==> src/rtl/datapath_issue_ctrl.sv <==
// ---------------------------------------------------------------------------
// datapath_issue_ctrl
//
// Sequencing controller for the mini CPU datapath. It accepts one instruction
// at a time, reads operands from a small register file and presents A/B/Op to
// datapath_core through registers. It captures the result and flags, writes
// the result back and returns a response.
// Flow: IDLE (accept) -> EXEC (datapath settles, writeback) -> RESP (hold
// response until consumed) -> IDLE.
//
// Ports
//   clk, rst_n                 clock, synchronous active-low reset
//   in_valid/in_ready          instruction handshake (ready only in IDLE)
//   in_op, in_rd, in_rs1,
//   in_rs2, in_imm, in_use_imm instruction fields
//   dp_a, dp_b, dp_op          registered operands/opcode to datapath_core
//   dp_result, dp_zero, dp_neg,
//   dp_carry, dp_overflow      combinational result/flags from datapath_core
//   out_valid/out_ready        response handshake
//   out_result, out_flags,
//   out_err                    response payload ({Z,N,C,V} flags)
//   dbg_addr, dbg_data         combinational register-file debug read port
// ---------------------------------------------------------------------------
module datapath_issue_ctrl #(
    parameter int WIDTH  = 8,
    parameter int REG_AW = 2
) (
    input  logic              clk,
    input  logic              rst_n,
    input  logic              in_valid,
    output logic              in_ready,
    input  logic [3:0]        in_op,
    input  logic [REG_AW-1:0] in_rd,
    input  logic [REG_AW-1:0] in_rs1,
    input  logic [REG_AW-1:0] in_rs2,
    input  logic [WIDTH-1:0]  in_imm,
    input  logic              in_use_imm,
    output logic [WIDTH-1:0]  dp_a,
    output logic [WIDTH-1:0]  dp_b,
    output logic [3:0]        dp_op,
    input  logic [WIDTH-1:0]  dp_result,
    input  logic              dp_zero,
    input  logic              dp_neg,
    input  logic              dp_carry,
    input  logic              dp_overflow,
    output logic              out_valid,
    input  logic              out_ready,
    output logic [WIDTH-1:0]  out_result,
    output logic [3:0]        out_flags,
    output logic              out_err,
    input  logic [REG_AW-1:0] dbg_addr,
    output logic [WIDTH-1:0]  dbg_data
);

    localparam int NREGS = 2 ** REG_AW;
    localparam logic [3:0] OP_LDI = 4'b1000;

    typedef enum logic [1:0] {
        ST_IDLE = 2'd0,
        ST_EXEC = 2'd1,
        ST_RESP = 2'd2
    } state_t;

    state_t             state_q, state_d;
    logic [WIDTH-1:0]   regs_q [NREGS];
    logic [WIDTH-1:0]   regs_d [NREGS];
    logic [3:0]         flags_q, flags_d;
    logic [WIDTH-1:0]   dp_a_q, dp_a_d;
    logic [WIDTH-1:0]   dp_b_q, dp_b_d;
    logic [3:0]         dp_op_q, dp_op_d;
    logic [REG_AW-1:0]  rd_q, rd_d;
    logic [3:0]         op_q, op_d;
    logic [WIDTH-1:0]   imm_q, imm_d;
    logic [WIDTH-1:0]   out_result_q, out_result_d;
    logic [3:0]         out_flags_q, out_flags_d;
    logic               out_valid_q, out_valid_d;
    logic               out_err_q, out_err_d;

    logic [WIDTH-1:0]   rs1_val, rs2_val;
    logic [WIDTH-1:0]   wb_val;
    logic [3:0]         wb_flags;
    logic               op_is_alu, op_is_ldi;

    // r0 is hard-wired to zero on every read port.
    assign rs1_val  = (in_rs1 == '0) ? '0 : regs_q[in_rs1];
    assign rs2_val  = (in_rs2 == '0) ? '0 : regs_q[in_rs2];
    assign dbg_data = (dbg_addr == '0) ? '0 : regs_q[dbg_addr];

    // Opcodes 0000-0111 go through the datapath; 1000 is LDI; the rest are illegal.
    assign op_is_alu = ~op_q[3];
    assign op_is_ldi = (op_q == OP_LDI);

    always_comb begin
        wb_val   = '0;
        wb_flags = flags_q;
        if (op_is_alu) begin
            wb_val   = dp_result;
            wb_flags = {dp_zero, dp_neg, dp_carry, dp_overflow};
        end else if (op_is_ldi) begin
            wb_val   = imm_q;
            wb_flags = {(imm_q == '0), imm_q[WIDTH-1], 1'b0, 1'b0};
        end
    end

    always_comb begin
        state_d      = state_q;
        regs_d       = regs_q;
        flags_d      = flags_q;
        dp_a_d       = dp_a_q;
        dp_b_d       = dp_b_q;
        dp_op_d      = dp_op_q;
        rd_d         = rd_q;
        op_d         = op_q;
        imm_d        = imm_q;
        out_result_d = out_result_q;
        out_flags_d  = out_flags_q;
        out_valid_d  = out_valid_q;
        out_err_d    = out_err_q;
        in_ready     = 1'b0;

        case (state_q)
            ST_IDLE: begin
                in_ready = 1'b1;
                if (in_valid) begin
                    dp_a_d  = rs1_val;
                    dp_b_d  = in_use_imm ? in_imm : rs2_val;
                    // LDI and illegal opcodes still present a benign ADD to the datapath.
                    dp_op_d = in_op[3] ? 4'b0000 : in_op;
                    rd_d    = in_rd;
                    op_d    = in_op;
                    imm_d   = in_imm;
                    state_d = ST_EXEC;
                end
            end
            ST_EXEC: begin
                if (op_is_alu || op_is_ldi) begin
                    if (rd_q != '0) begin
                        regs_d[rd_q] = wb_val;
                    end
                    flags_d   = wb_flags;
                    out_err_d = 1'b0;
                end else begin
                    out_err_d = 1'b1;
                end
                out_result_d = wb_val;
                out_flags_d  = wb_flags;
                out_valid_d  = 1'b1;
                state_d      = ST_RESP;
            end
            ST_RESP: begin
                if (out_ready) begin
                    out_valid_d = 1'b0;
                    out_err_d   = 1'b0;
                    state_d     = ST_IDLE;
                end
            end
            default: begin
                state_d = ST_IDLE;
            end
        endcase
    end

    always_ff @(posedge clk) begin
        if (!rst_n) begin
            state_q      <= ST_IDLE;
            for (int i = 0; i < NREGS; i++) begin
                regs_q[i] <= '0;
            end
            flags_q      <= '0;
            dp_a_q       <= '0;
            dp_b_q       <= '0;
            dp_op_q      <= '0;
            rd_q         <= '0;
            op_q         <= '0;
            imm_q        <= '0;
            out_result_q <= '0;
            out_flags_q  <= '0;
            out_valid_q  <= 1'b0;
            out_err_q    <= 1'b0;
        end else begin
            state_q      <= state_d;
            for (int i = 0; i < NREGS; i++) begin
                regs_q[i] <= regs_d[i];
            end
            flags_q      <= flags_d;
            dp_a_q       <= dp_a_d;
            dp_b_q       <= dp_b_d;
            dp_op_q      <= dp_op_d;
            rd_q         <= rd_d;
            op_q         <= op_d;
            imm_q        <= imm_d;
            out_result_q <= out_result_d;
            out_flags_q  <= out_flags_d;
            out_valid_q  <= out_valid_d;
            out_err_q    <= out_err_d;
        end
    end

    assign dp_a       = dp_a_q;
    assign dp_b       = dp_b_q;
    assign dp_op      = dp_op_q;
    assign out_result = out_result_q;
    assign out_flags  = out_flags_q;
    assign out_valid  = out_valid_q;
    assign out_err    = out_err_q;

endmodule

==> config.mk <==
export PLATFORM = sky130hd
export DESIGN_NAME = datapath_issue_ctrl
export DESIGN_NICKNAME = d
export VERILOG_FILES = /design/src/rtl/datapath_issue_ctrl.sv
export SDC_FILE = /design/constraint.sdc
export NUM_CORES = 1
export LEC_CHECK = 0
export CORE_UTILIZATION = 52
export CTS_BUF_LIST = sky130_fd_sc_hd__clkbuf_4
export CTS_CLUSTER_SIZE = 14
export DETAILED_ROUTE_END_ITERATION = 7
export GPL_ROUTABILITY_DRIVEN = 0
export GPL_TIMING_DRIVEN = 0
export HOLD_SLACK_MARGIN = 0.03
export PLACE_DENSITY = 0.91
export SYNTH_ARGS = -nofsm -noshare
export SYNTH_HDL_FRONTEND = slang
export SYNTH_SLANG_ARGS = --single-unit
==> constraint.sdc <==
create_clock -name clk -period 2.05 [get_ports clk]
set_input_delay 0.5125 -clock clk [delete_from_list [all_inputs] [get_ports clk]]
set_output_delay 0.5125 -clock clk [all_outputs]
set_load 0.02 [all_outputs]
==> flow_summary.json <==
{
  "clock_skew_ns": 0.0221,
  "synth-main-ff-cell": "dfxtp_1",
  "dr.pass1.iters": 5,
  "vias": 3309,
  "initial_core_util_pct": 53.9,
  "worst_ep_required_time_ns": 1.54,
  "synth_area_per_cell_um2": 9.23,
  "vias_per_cell": 5.71,
  "max-cap-violations": 0,
  "pwr-share-comb_pct": 16.3,
  "core-area_mm2": 0.00679,
  "layout_setup_ws_ns": 0.00744,
  "netlist_area_mm2": 0.00366,
  "post-place-ws_ns": -0.656,
  "ir_drop_mv": 0.349,
  "final_nets": 515,
  "hold-worst-slack_ns": 0.351,
  "wl_um": 9620,
  "die_area_mm2": 0.00738,
  "worstPathBufferInverterCount": 1,
  "cts_root_buffer": "clkbuf_4",
  "port_buffers": 71,
  "syn_inst": 397,
  "grt_max_degree": 14,
  "initialDrtViolationCount": 231,
  "cp_max_fo": 4,
  "cts_tree": "done",
  "num_rows": 30,
  "clkTransAtPathRegs_ns": 0.14,
  "fin_crit_ns": 2.04,
  "p_sw_mw": 0.924,
  "synth-async-reset-ratio_pct": 0,
  "hold_path.class": "input pin to register",
  "grt_overflow_total": 0,
  "drive_above_1_share_pct": 15.5,
  "worstPathArrival_ns": 1.53,
  "report.final.slew_viol_count": 0,
  "cts_sinks": 77,
  "rsz0062_at_grt": "yes",
  "clk_latency_ns": 0.44,
  "clock_path_buffers": 2,
  "drc": 0,
  "synth_nets": 434,
  "grt_pass1_vias": 3175,
  "max_stage_delay_ns": 0.38,
  "switching_share_pct": 26.4,
  "track_usage_pct": 26.9,
  "ys.warnings.count": 0,
  "synth_cell_type_count": 38,
  "die_y_um": 85.9,
  "ant_nets": 0,
  "hold_viol": 0,
  "fmaxAchievable_ghz": 0.490,
  "p_leak_nw": 2.14,
  "antenna_found_initial": 1,
  "relSlewSlack_pct": 60.9,
  "period_share_pct": 99.6,
  "wl_per_cell_um": 16.6,
  "yosysSeqAreaShare_pct": 42.1,
  "holdBufCountCts": 0,
  "seqPwrFrac_pct": 46.7,
  "critPathSlowestCell": "dfxtp_1",
  "post-cts-setup-buffers": 0,
  "startpoint_type": "register",
  "layout_common_cells": "80 x nand2_1, 69 x dfxtp_1, 62 x clkdlybuf4s50_1",
  "grt_pass1_wl_um": 15300,
  "fillers": 539,
  "p_total_mw": 3.50,
  "cp_cell_sequence": "mux2_2 -> a22o_1 -> clkdlybuf4s15_2",
  "tightest_slew_ns": 0.578,
  "area_growth_pct": 28.2,
  "cp_top_family": "flip-flops",
  "h-tree-depth": 3,
  "dp_hpwl_um": 7260,
  "final_common_cell": "nand2_1",
  "power_frac_clock_pct": 37.0,
  "end_kind": "output port",
  "cts_buffers": 9,
  "synth_seq_cells": 77,
  "p_int_mw": 2.57,
  "ioPinCount": 80,
  "synth_edf_count": 0,
  "final-setup-viol-count": 0,
  "outcome": "completed",
  "die_w_um": 85.9,
  "critical_path_class": "register to output port",
  "power.density_mw_per_mm2": 745
}
-- worst paths after layout --
check | start | endpoint | slack [ns] | cells past startpoint
worst max-delay path | regs_q[20]$_SDFFE_PN0P_ | dbg_data[4] | 0.007 | 3
worst min-delay path | rst_n | out_valid$_SDFFE_PN0P_ | 0.35 | 3
worst max register to register | op_q[3]$_SDFFE_PN0P_ | out_result[3]$_SDFFE_PN0P_ | 0.26 | 6
worst min register to register | flags_q[2]$_SDFFE_PN0P_ | out_flags[2]$_SDFFE_PN0P_ | 0.46 | 2
-- metrics by stage --
step	cells	setup TNS, ns	cell area (µm²)	utilization [%]
finish	580	0	4700	69.1
global route	579	-0.0125	4690	69.1
CTS	580	0	4710	69.4
detailed placement	564	-5.07	4490	66.2
global placement	564	-4.60	4490	66.2
floorplan	397	0	3660	-
-- what timing repair did --
item                       4_1_cts  5_1_grt
setup endpoints to repair        9       10
resized for setup               28       14
pin swaps                        0        0
-- worst min-delay path, cell delays in order --
cell and delay [ns]:
buf_6 0.12, nand2_1 0.08, nor2_1 0.04
-- routing by layer --
metal | up-vias | routed length (µm) | part of all wire [%] | global-route usage (%)
met3 | 32 | 540 | 5.6 | 4.43
met1 | 1546 | 4140 | 43 | 33.0
met4 | 0 | 379 | 3.9 | 15.5
li1 | 1582 | - | - | -
met5 | - | 0 | 0 | 0
met2 | 149 | 4560 | 47 | 44.6
-- synth_stat cells (2+ instances only) --
master     n  area share (%)
nand2_1   80             8.2
dfxtp_1   77              42
o211a_1   35             9.6
a21boi_0  25             5.1
clkbuf_1  24             2.5
mux2_2    24             7.4
nor2_1    14             1.4
nor2b_1   14             2.4
a21oi_1   11             1.5
nand2b_1   9             1.5
nor3b_1    9             1.8
a221o_1    8             2.2
a221oi_1   8             1.9
a22o_1     8             1.9
nand3_1    8             1.1
buf_2      4            0.55
nand3b_1   4            0.82
o21ai_0    4            0.55
buf_4      3            0.61
buf_6      3            0.92
inv_1      3            0.31
a22oi_1    2            0.41
a31oi_1    2            0.34
nor4_1     2            0.34
nor4b_4    2             1.3
o221ai_1   2            0.48
-- area by class of cell --
| type | count | area [µm²] | share of cell area (%) |
|---|---|---|---|
| antenna | 1 | 2.50 | 0.0533 |
| buffer | 35 | 181 | 3.86 |
| clock buffer | 9 | 67.6 | 1.44 |
| clock inverter | 7 | 138 | 2.93 |
| inverter | 3 | 11.3 | 0.240 |
| multi-input combinational | 281 | 1940 | 41.4 |
| sequential | 77 | 1550 | 33.0 |
| tap | 96 | 120 | 2.56 |
| timing repair buffer | 71 | 682 | 14.5 |
-- registers in the layout, indices dropped and copies added (netlist names), 3 cells and up --
signal / count
dp_a: 8
dp_b: 8
dp_op: 3
flags_q: 4
imm_q: 8
op_q: 4
out_flags: 4
out_result: 8
regs_q: 24
-- cells by family after synthesis --
kind of cell	count (synthesis)	synth area share (%)
AO/OA/AOI/OAI	108	24.9
other	1	0.102
multiplexers	24	7.38
buffers and inverters	39	5.23
flip-flops	77	42.1
AND/OR/NAND/NOR	148	20.4
-- power by group through the flow --
| stage | sequential, mW | clock, mW | combinational (mW) |
|---|---|---|---|
| 6_report | 1.63 | 1.29 | 0.571 |
| 4_1_cts | 1.63 | 1.29 | 0.567 |
| 3_5_place_dp | 1.66 | 0 | 0.565 |
| 2_1_floorplan | 1.70 | 0 | 0.277 |
| 3_3_place_gp | 1.66 | 0 | 0.550 |
| 5_1_grt | 1.64 | 1.34 | 0.614 |
Power figures use the tool's default switching activity.
